===== src/rtl/seq_mem_arb_d1.sv =====
// seq_mem_arb_d1: two-port round-robin arbiter in front of a single-port
// sequential memory. One memory operation is in flight at a time, and each
// operation walks through IDLE -> ISSUE -> WAIT -> RESP.
module seq_mem_arb_d1 #(
  parameter int WIDTH    = 32,
  parameter int IDX_SIZE = 4
) (
  input  logic                clk,
  input  logic                reset,
  // requester 0
  input  logic [IDX_SIZE-1:0] p0_addr0,
  input  logic                p0_read_en,
  input  logic                p0_write_en,
  input  logic [WIDTH-1:0]    p0_in,
  output logic [WIDTH-1:0]    p0_out,
  output logic                p0_read_done,
  output logic                p0_write_done,
  // requester 1
  input  logic [IDX_SIZE-1:0] p1_addr0,
  input  logic                p1_read_en,
  input  logic                p1_write_en,
  input  logic [WIDTH-1:0]    p1_in,
  output logic [WIDTH-1:0]    p1_out,
  output logic                p1_read_done,
  output logic                p1_write_done,
  // shared memory
  output logic [IDX_SIZE-1:0] mem_addr0,
  output logic                mem_read_en,
  output logic                mem_write_en,
  output logic [WIDTH-1:0]    mem_in,
  input  logic [WIDTH-1:0]    mem_out,
  input  logic                mem_read_done,
  input  logic                mem_write_done
);

  typedef enum logic [1:0] {S_IDLE, S_ISSUE, S_WAIT, S_RESP} state_e;

  state_e                         state_q, state_d;
  logic                           ptr_q, ptr_d;    // favoured port on a tie
  logic                           gnt_q, gnt_d;    // port being served
  logic                           wr_q, wr_d;      // latched op: 1 = write
  logic [IDX_SIZE-1:0]            addr_q, addr_d;
  logic [WIDTH-1:0]               data_q, data_d;
  logic [1:0][WIDTH-1:0]          out_q, out_d;    // per-port read result

  // Per-port request views, packed so the grant can index them.
  logic [1:0]                     req;
  logic [1:0]                     wr_req;
  logic [1:0][IDX_SIZE-1:0]       addr_in;
  logic [1:0][WIDTH-1:0]          data_in;
  logic                           sel;

  assign req     = {p1_read_en | p1_write_en, p0_read_en | p0_write_en};
  assign wr_req  = {p1_write_en, p0_write_en};
  assign addr_in = {p1_addr0, p0_addr0};
  assign data_in = {p1_in, p0_in};

  // Pick the winner: the pointer breaks a tie, and a lone requester always wins.
  assign sel = (&req) ? ptr_q : req[1];

  // State, grant latches and read-result registers.
  always_ff @(posedge clk or posedge reset) begin
    if (reset) begin
      state_q <= S_IDLE;
      ptr_q   <= 1'b0;
      gnt_q   <= 1'b0;
      wr_q    <= 1'b0;
      addr_q  <= '0;
      data_q  <= '0;
      out_q   <= '0;
    end else begin
      state_q <= state_d;
      ptr_q   <= ptr_d;
      gnt_q   <= gnt_d;
      wr_q    <= wr_d;
      addr_q  <= addr_d;
      data_q  <= data_d;
      out_q   <= out_d;
    end
  end

  // Next-state logic. Requests are only looked at in IDLE, and memory
  // completions only in WAIT, so stray done pulses are harmless.
  always_comb begin
    state_d = state_q;
    ptr_d   = ptr_q;
    gnt_d   = gnt_q;
    wr_d    = wr_q;
    addr_d  = addr_q;
    data_d  = data_q;
    out_d   = out_q;
    case (state_q)
      S_IDLE: begin
        if (|req) begin
          gnt_d   = sel;
          wr_d    = wr_req[sel];      // a write beats a read on the same port
          addr_d  = addr_in[sel];
          data_d  = data_in[sel];
          state_d = S_ISSUE;
        end
      end
      S_ISSUE: state_d = S_WAIT;
      S_WAIT: begin
        if (wr_q ? mem_write_done : mem_read_done) begin
          state_d = S_RESP;
          if (!wr_q) out_d[gnt_q] = mem_out;
        end
      end
      S_RESP: begin
        ptr_d   = ~gnt_q;             // favour the other port next time
        state_d = S_IDLE;
      end
      default: state_d = S_IDLE;
    endcase
  end

  // The memory bus is driven only during ISSUE and stays zero otherwise.
  always_comb begin
    mem_read_en  = 1'b0;
    mem_write_en = 1'b0;
    mem_addr0    = '0;
    mem_in       = '0;
    if (state_q == S_ISSUE) begin
      mem_read_en  = ~wr_q;
      mem_write_en = wr_q;
      mem_addr0    = addr_q;
      mem_in       = data_q;
    end
  end

  // Completion pulses go to the granted port during RESP only.
  always_comb begin
    p0_read_done  = 1'b0;
    p0_write_done = 1'b0;
    p1_read_done  = 1'b0;
    p1_write_done = 1'b0;
    if (state_q == S_RESP) begin
      p0_read_done  = ~gnt_q & ~wr_q;
      p0_write_done = ~gnt_q &  wr_q;
      p1_read_done  =  gnt_q & ~wr_q;
      p1_write_done =  gnt_q &  wr_q;
    end
  end

  assign p0_out = out_q[0];
  assign p1_out = out_q[1];

endmodule


===== config.mk =====
export PLATFORM = sky130hd
export DESIGN_NAME = seq_mem_arb_d1
export DESIGN_NICKNAME = d
export VERILOG_FILES = /design/src/rtl/seq_mem_arb_d1.sv
export SDC_FILE = /design/constraint.sdc
export NUM_CORES = 1
export LEC_CHECK = 0
export BUFFER_PORTS_ARGS = -buffer_cell sky130_fd_sc_hd__buf_2
export CAP_MARGIN = 25
export CORE_MARGIN = 4
export CORE_UTILIZATION = 48
export DETAILED_ROUTE_END_ITERATION = 6
export PLACE_DENSITY = 0.83
export SLEW_MARGIN = 20
export SYNTH_ARGS = -nofsm -noshare
export SYNTH_HDL_FRONTEND = slang
export SYNTH_SLANG_ARGS = --single-unit

===== constraint.sdc =====
create_clock -name clk -period 3.4 [get_ports clk]
set_input_delay 0.34 -clock clk [delete_from_list [all_inputs] [get_ports clk]]
set_output_delay 0.34 -clock clk [all_outputs]
set_load 0.005 [all_outputs]

== Word level (Yosys, flattened, before mapping) ==
Index checks and enable logic that the tools add are counted.
Operators by class
  order comparisons: 3
  reductions and logical operators: 7
  multiplexer cells: 22
  bitwise operators: 8
  equality and inequality tests: 5
Operators by type and width (number)
  $mux 32: 4
  $bwmux 64: 1
  $demux 32 s1: 1
  $mux 4: 3
  $mux 1: 10
  $pmux 2 s4: 1
  $reduce_and 2->1: 3
  $and 1x1->1: 4
  $eq 2x2->1 const B: 2
  $lt 1x2->1 const B: 2
  $mux 2: 2
  $ne 2x2->1 const B: 2
  $reduce_and 3->1: 1
  $eq 2x1->1 const B: 1
  $logic_not 2->1: 1
  $not 1->1: 2
  $or 1x1->1: 2
  $reduce_or 2->1: 1
  $ge 1x1->1 const B: 1
  $logic_and 1x1->1: 1
Storage, ports and cells
  word-level logic and storage cells: 53
  register bits after elaboration: 105

== Depth between registers and ports, before layout ==
Gate-level depths: netlist (run 1).
  depth after elaboration: 5
  depth in mapped cells: 7
  mapped depth without buffers: 5

== Worst setup path before layout (run 1) ==
Ideal clock, no wire load.
  kind: reg-to-reg
  from: reg state_q[0]
  to: reg out_q (netlist bit p0_out[0])
  path slack: 1.634 ns
  data arrival time: 1.639 ns
  cell stages (with the launch flop): 7
  data required time: 3.273 ns
  buffers on the path: 2
  cells stage by stage: dfrtp_1 -> inv_1 -> ha_1 -> nor4bb_1 -> buf_4 -> buf_12 -> mux2_1
On the way
  longest elaborated chain between the ends: 2
RTL lines
  from (decl): line 38  | state_e state_q, state_d;
  from (signal assigned): line 72  | state_q <= state_d;
  $eq 2x2->1: line 92  | case (state_q)
  $reduce_and 3->1 (no line)
  to (signal assigned): line 78  | out_q <= out_d;
  to (decl): line 44  | logic [1:0][WIDTH-1:0] out_q, out_d;
No other way between the ends.
A chain may end at the register's enable or synchronous reset.

== Final worst setup path (run 1) ==
  from: reg state_q[0]
  to: reg out_q (netlist bit p0_out[19])
Same word-level chain as after synthesis.

==> results of run 1 <==
-- metrics by stage --
stage | utilization, % | std cells
final | 62.1 | 767
after global routing | 62.1 | 766
after CTS | 61.8 | 765
after detailed placement | 59.8 | 749
after global placement | 59.7 | 748
after floorplan | - | 425
-- critical path, delay by kind of cell, from the launching register on --
| kind | cells | cell delay [ns] |
|---|---|---|
| DFF | 1 | 0.42 |
| and+or+nand+nor | 1 | 0.50 |
| adders and majority gates | 1 | 0.27 |
| buffers and inverters | 2 | 0.58 |
| muxes | 1 | 0.37 |
-- power groups by stage --
stage	Combinational (mW)	Sequential (mW)	Clock, mW
2_1_floorplan	1.70	2.23	0
3_5_place_dp	2.53	2.29	0
5_1_grt	2.78	2.34	0.879
4_1_cts	2.53	2.27	0.828
3_3_place_gp	2.43	2.24	0
6_report	2.50	2.26	0.802
-- flip-flops by register name, summed over array words and instances, names as in the netlist --
name and count:
p0_out 32, data_q 32, wr_q 1, gnt_q 1, p1_out 32, state_q 2, ptr_q 1, addr_q 4
-- kinds of logic (layout without fill, tap and decap cells) --
group                      after synthesis  count (layout)
AOI/OAI and AO/OA                      116             116
adders and majority gates                6               6
buffers and inverters                   41             246
DFF                                    105             105
muxes                                   68              68
other                                    0               1
and+or+nand+nor                         89              89
-- cells in the mapped netlist (all sizes together) (2+ instances only) --
cell type	count	area share [%]
a21oi	37	6.2
clkbuf	4	0.29
mux2i	3	0.58
dlygate4sd1	2	0.34
inv	4	0.29
a31oi	36	4.3
ha	6	1.4
nor2	40	4.7
nand2	4	0.29
and2	37	4.5
o31ai	2	0.29
nor3b	2	0.29
buf	30	5.1
o21ai	36	3.5
mux2	65	14
dfrtp	105	51
-- routing by layer --
metal / vias to the layer above / track usage (%) / part of all wire (%)
met1: 2007 / 25.5 / 40
met2: 148 / 36.5 / 52
met5: - / 0 / 0
met4: 0 / 8.19 / 2.6
met3: 27 / 4.40 / 5.9
li1: 1892 / - / -
-- path summary, 6_finish.rpt --
kind,to,depth (start not counted)
min in group clk,p0_out[7],2
hold / removal,p1_out[16],2
setup reg to reg,p0_out[19],5
setup / recovery,p0_out[19],5
hold reg to reg,p0_out[11],1
max in group asynchronous,wr_q,3
-- cell type report --
| type | instances | area, µm² | area share (%) |
|---|---|---|---|
| multi-input combinational | 279 | 2250 | 34.8 |
| sequential | 105 | 2630 | 40.6 |
| antenna | 1 | 2.50 | 0.0387 |
| inverter | 4 | 17.5 | 0.271 |
| clock inverter | 7 | 85.1 | 1.32 |
| clock buffer | 9 | 124 | 1.91 |
| tap | 136 | 170 | 2.63 |
| timing repair buffer | 226 | 1190 | 18.5 |
==> metrics.yaml, run 1 <==
rsz0062_at_grt: "no"
die-area_mm2: 0.0125
worstPathMaxFanout: 27
layout_common_cells: "buf_2 (217), dfrtp_1 (105), mux2_1 (65), and2_1 (37)"
async_reset_ff_share_pct: 100
reg2reg_slack_ns: 1.14
nets: 743
drive_above_1_share_pct: 48.6
hold_path_class: "input pin to asynchronous set/reset pin"
ios: 218
cts_sinks: 105
synth_fa_ha_area_share_pct: 1.45
pwr-share-clk_pct: 14.4
ys_ff_latch: 105
finalPower_mw: 5.56
fin_crit_sh_pct: 66.6
fin_setup_tns_ns: 0
syn_to_final_growth_pct: 24.8
leakage_nw: 3.14
syn-num-nets: 543
grt_pass1_wl_um: 21500
cap_violations: 0
cts_inserted_buffers: 9
crit_path_max_incr_delay_ns: 0.50
synth.distinct_cells: 34
insertion_delay_ns: 0.37
synthesis.area_mm2: 0.00518
ant_nets: 0
synth-simple-area-share_pct: 11.0
p_sw_mw: 2.16
overflow: 0
hold_buffers: 0
synth_top_family_by_area: "compound AO/OA/AOI/OAI gates"
synth_seq_area_share_pct: 50.7
grt_use_total_pct: 21.0
cp-end-kind: "flop"
grt_max_degree: 55
final.fill_count: 868
clock_tree.buffer_depth: 2
setup_viol: 0
crit_chain: "inv_1 -> ha_1 -> nor4bb_4 -> buf_4 -> mux2_1"
cts-resized-gates: 0
pwr_density_cell_mw_per_mm2: 860
pre_cts_slack_ns: 1.13
cp.required_ns: 3.64
combPwrFrac_pct: 44.9
h-tree-depth: 3
p_int_mw: 3.41
grt_pass1_vias: 4279
max_clock_freq_mhz: 442
synth_warnings: 0
fin_area_mm2: 0.00647
slew_violations: 0
antenna_found_initial: 0
drt_wl_total_um: 13000
drt_first_pass_iters: 5
hold_violations: 0
critical_path.slowest_cell: "nor4bb_4"
synth_edf_count: 0
fp.coreArea_mm2: 0.0104
path_clk_slew_ns: 0.12
drc: 0
initial_core_util_pct: 49.8
cts_root_buffer: "clkbuf_8"
synthFlopType: "dfrtp_1"
std_cell_rows: 37
avgSynthCellArea_um2: 12.2
fin_crit_ns: 2.26
p_seq_share_pct: 40.7
tightest_slew_ns: 0.866
fin_hold_ws_ns: 0.0621
switching_share_pct: 38.8
synth_xor_xnor_area_share_pct: 0
die_x_um: 112
regToRegStartpoint: "state_q[0]"
dpl-instance-area_mm2: 0.00623
skew_ns: 0.0187
cts_setup_buffers: 0
vias_per_cell: 5.31
synth.area.mux_share_pct: 14.7
port_buffers: 217
post-dp-hpwl_um: 9640
vias: 4074
synth_cells: 425
detail_route.iter0.violations: 284
startpoint: "state_q[0]"
die_y_um: 112
setup_slack_ns: 1.14
wl_per_cell_um: 17.0
crit_type: "flop to flop"
place.gp.congestion: 0.789
synth_compound_area_share_pct: 15.9
slew_headroom_pct: 42.1
peakVddDrop_uv: 343
status: "finished clean"
cts_tree: "built"
crit_path_start_kind: "flop"
final_common_cell: "buf_2"
cp.arrival_ns: 2.51
Note: power is estimated with default switching activity, not from simulation.
==> run 2, diff against run 1 <==
==> constraint.sdc (replaced) <==
create_clock -name clk -period 2.4 [get_ports clk]
set_input_delay 0.24 -clock clk [delete_from_list [all_inputs] [get_ports clk]]
set_output_delay 0.24 -clock clk [all_outputs]
set_load 0.005 [all_outputs]
==> run 2 against run 1 <==
Net effect:
- register-to-register slack worse by 0.75 ns
- via count decreased by 0.29%
- utilization decreased by 0.084 points
- highest routed layer unchanged
- sequential power up 42%
==> metrics.yaml, run 2 (synthesized netlist as in run 1, its figures left out) <==
tightest_slew_ns: 0.626
cts_tree: "built"
critical-path-top-delay-family: "buffers and inverters"
std_cell_rows: 37
cts_inserted_buffers: 9
ff_latch_area_mm2: 0.00263
drt_wl_total_um: 13300
setup_viol: 0
final_cells: 766
dp.cells: 750
syn_to_final_growth_pct: 24.7
cap_violations: 0
leakage_nw: 3.13
slew_violations: 0
grt_max_degree: 106
drt_first_pass_iters: 4
cts_root_buffer: "clkbuf_8"
rsz0062_at_grt: "no"
h-tree-depth: 3
detail_route.iter0.violations: 411
drive_above_1_share_pct: 48.6
ios: 218
insertion_delay_ns: 0.37
fin_crit_sh_pct: 84.7
grt_use_total_pct: 20.6
hold_violations: 0
max_clock_freq_mhz: 492
cts_sinks: 105
skew_ns: 0.0118
met2_usage_pct: 34.7
critical_path.slowest_cell: "dfrtp_1"
finalPower_mw: 7.88
busiest_layer: "met2"
reg2reg_slack_ns: 0.39
crit_chain: "inv_1 -> ha_1 -> buf_4 -> and2_1 -> buf_2"
status: "finished clean"
wl_per_cell_um: 17.4
vias: 4062
clock_tree.buffer_depth: 2
cp.required_ns: 2.16
setup_slack_ns: 0.367
peakVddDrop_uv: 587
layout_common_cells: "buf_2 (217), dfrtp_1 (105), mux2_1 (65), and2_1 (37)"
startpoint: "state_q[1]"
cp.arrival_ns: 1.79
drc: 0
grt_pass1_wl_um: 21200
grt_util_met1_pct: 25.6
die_x_um: 112
cts_setup_buffers: 0
worstPathMaxFanout: 36
initial_core_util_pct: 49.8
grt_pass1_vias: 4230
cts-resized-gates: 0
ant_nets: 0
path_clk_slew_ns: 0.10
overflow: 0
fin_hold_ws_ns: 0.0119
final_common_cell: "buf_2"
hold_buffers: 0
nets: 743
diodes: 0
post-dp-hpwl_um: 9540
final.fill_count: 856
fin_crit_ns: 2.03
crit_buf_inv: 3
crit_path_start_kind: "flop"
port_buffers: 217
pwr_density_cell_mw_per_mm2: 1220
met3_usage_pct: 5.11
multi_input_area_mm2: 0.00225
die_y_um: 112
vias_per_cell: 5.30
antenna_found_initial: 0
fin_setup_tns_ns: 0
hold_path_class: "input pin to asynchronous set/reset pin"
slew_headroom_pct: 58.2
crit_path_max_incr_delay_ns: 0.43
fp.coreArea_mm2: 0.0104
regToRegStartpoint: "state_q[0]"
die-area_mm2: 0.0125
crit_type: "flop to primary output"
place.gp.congestion: 0.814
cp-end-kind: "primary output"
pre_cts_slack_ns: 0.388
==> run 2: changes by cell type in the layout (fill, tap and decap cells not counted) <==
cell and delta:
buf_12 +3, buf_16 -1, buf_4 -1, buf_8 -1
clkbuf_8 +1, clkinv_2 +1, clkinv_8 -1, diode_2 -1
inv_12 -1, inv_4 -1, inv_6 +3, inv_8 -2
==> run 2: final timing paths <==
check	to	cells past startpoint
setup / recovery	mem_in[26]	5
hold / removal	data_q[7]	3
setup reg to reg	p1_out[4]	4
hold reg to reg	p0_out[1]	1
max in group asynchronous	gnt_q	3
min in group clk	p1_out[29]	2
==> run 2: worst reg2reg max path: cells and delay by family (launching register included) <==
kind	cells	cell delay [ns]
simple gates	1	0.52
flops	1	0.41
fa+ha+maj	1	0.27
buf+inv	1	0.15
mux	1	0.54
==> run 2: cell type report <==
| type | instances | area share [%] |
|---|---|---|
| sequential | 105 | 40.7 |
| timing repair buffer | 226 | 18.6 |
| tap | 136 | 2.63 |
| clock inverter | 6 | 0.833 |
| clock buffer | 10 | 2.13 |
| multi-input combinational | 279 | 34.8 |
| inverter | 4 | 0.291 |
==> run 2: per-stage QoR <==
stage                     utilization [%]  cell area (µm²)
final                                62.0             6460
after global routing                 62.0             6460
after CTS                            62.0             6460
after detailed placement             60.2             6270
after global placement               60.2             6270
after floorplan                         -             5190
==> run 2: per-layer routing <==
layer | share of wire, % | wire, µm | vias to the layer above
met4 | 2.5 | 329 | 0
met1 | 39 | 5240 | 1981
met3 | 6.7 | 887 | 27
met2 | 52 | 6860 | 157
met5 | 0 | 0 | -
li1 | - | - | 1897
==> run 2: power breakdown <==
group / internal (mW) / switching [mW] / total, mW
clock: 0.431 / 0.659 / 1.09
combinational: 1.78 / 1.82 / 3.59
sequential: 2.65 / 0.544 / 3.20
total: 4.86 / 3.02 / 7.88
==> run 3, diff against run 2 <==
==> constraint.sdc (replaced) <==
create_clock -name clk -period 2.1 [get_ports clk]
set_input_delay 0.21 -clock clk [delete_from_list [all_inputs] [get_ports clk]]
set_output_delay 0.21 -clock clk [all_outputs]
set_load 0.005 [all_outputs]
==> run 3 against run 2 <==
Net effect:
- the flow now finishes with violations (negative hold slack)
- critical path depth unchanged
- hold slack worse by 0.027 ns
- global-route usage rose by 0.68 points
==> metrics.yaml, run 3 (synthesized netlist as in run 1, its figures left out) <==
die-area_mm2: 0.0125
place.gp.congestion: 0.816
nets: 743
vias_per_cell: 5.41
die_y_um: 112
port_buffers: 217
fin_setup_tns_ns: 0
fin_hold_ws_ns: -0.0152
cap_violations: 0
ff_latch_area_mm2: 0.00263
hold_violations: 27
ant_nets: 0
leakage_nw: 3.16
ios: 218
rsz0062_at_grt: "no"
initial_core_util_pct: 49.8
tightest_slew_ns: 0.902
cp-end-kind: "flop"
cts_setup_buffers: 0
p_seq_share_pct: 39.3
path_clk_slew_ns: 0.11
hold_buffers: 0
cts_tree: "built"
slew_headroom_pct: 39.7
combPwrFrac_pct: 44.6
skew_ns: 0.00687
drive_above_1_share_pct: 48.7
detail_route.iter0.violations: 287
switching_share_pct: 37.9
pwr_density_cell_mw_per_mm2: 1430
p_sw_mw: 3.54
syn_to_final_growth_pct: 26.1
fin_area_mm2: 0.00654
peakVddDrop_uv: 612
fin_crit_sh_pct: 94.1
setup_viol: 0
dp.cells: 749
grt_use_total_pct: 21.3
drt_first_pass_iters: 4
grt_pass1_wl_um: 21600
multi_input_area_mm2: 0.00227
final_cells: 767
insertion_delay_ns: 0.37
cts_inserted_buffers: 9
grt_pass1_vias: 4233
p_int_mw: 5.79
clock_tree.buffer_depth: 2
layout_common_cells: "buf_2 (217), dfrtp_1 (105), mux2_1 (65), and2_1 (37)"
crit_type: "flop to flop"
worst-r2r-cell-count: 5
hold_path_class: "input pin to asynchronous set/reset pin"
status: "complete, but fails checks"
pwr-share-clk_pct: 16.1
cts-resized-gates: 0
fp.coreArea_mm2: 0.0104
vias: 4149
drc: 0
slew_violations: 0
final.fill_count: 852
cp.arrival_ns: 2.23
max_clock_freq_mhz: 506
grt_max_degree: 106
dpl-instance-area_mm2: 0.00626
antenna_found_initial: 1
cts_root_buffer: "clkbuf_8"
final_common_cell: "buf_2"
post-dp-hpwl_um: 9500
violations: "negative hold slack"
fin_crit_ns: 1.98
wl_per_cell_um: 17.9
drt_wl_total_um: 13700
die_x_um: 112
h-tree-depth: 3
finalPower_mw: 9.33
crit_path_start_kind: "flop"
std_cell_rows: 37
cts_sinks: 105
overflow: 0
cp.required_ns: 2.36
worstPathMaxFanout: 32
-- run 3: through the flow --
stage,utilization (%),worst slack [ns]
final,62.8,0.124
after global routing,62.8,0.0430
after CTS,62.4,0.0488
after detailed placement,60.1,0.0599
after global placement,60.1,0.184
after floorplan,-,0.334
-- run 3: worst max-delay path, stage by stage, from the launching register on --
cell      delay (ns)
dfrtp_1         0.42
inv_1           0.15
ha_2            0.30
nor4bb_4        0.37
buf_12          0.25
mux2_1          0.36
-- run 3: path summary, 6_finish.rpt --
check	start	endpoint	slack, ns
max in group asynchronous	reset	state_q[0]	1.69
min reg2reg	p0_out[0]	p0_out[0]	0.49
max	state_q[0]	p0_out[15]	0.12
min	reset	data_q[14]	-0.02
max reg2reg	state_q[0]	p0_out[15]	0.12
min in group clk	mem_out[5]	p1_out[5]	0.06
-- run 3: routing by layer --
metal | track usage [%] | vias to the layer above | part of all wire [%]
met3 | 4.46 | 32 | 6.4
met5 | 0 | - | 0
li1 | - | 1901 | -
met4 | 9.00 | 0 | 2.8
met2 | 37.6 | 161 | 52
met1 | 25.2 | 2055 | 39
-- run 3: final cells by class --
| type | instances | share of cell area (%) |
|---|---|---|
| clock inverters | 7 | 1.82 |
| repair buffers | 225 | 18.4 |
| diodes | 1 | 0.0383 |
| multi-input cells | 280 | 34.8 |
| well taps | 136 | 2.60 |
| inverters | 4 | 0.287 |
| clock buffers | 9 | 1.90 |
| flip-flops and latches | 105 | 40.2 |
-- run 3: power by group through the flow --
| stage | logic (mW) | clock network (mW) | registers, mW |
|---|---|---|---|
| after floorplan | 2.75 | 0 | 3.60 |
| after global placement | 4.01 | 0 | 3.64 |
| after detailed placement | 4.17 | 0 | 3.70 |
| after CTS | 4.19 | 1.52 | 3.67 |
| after global routing | 4.57 | 1.62 | 3.80 |
| final | 4.16 | 1.50 | 3.67 |
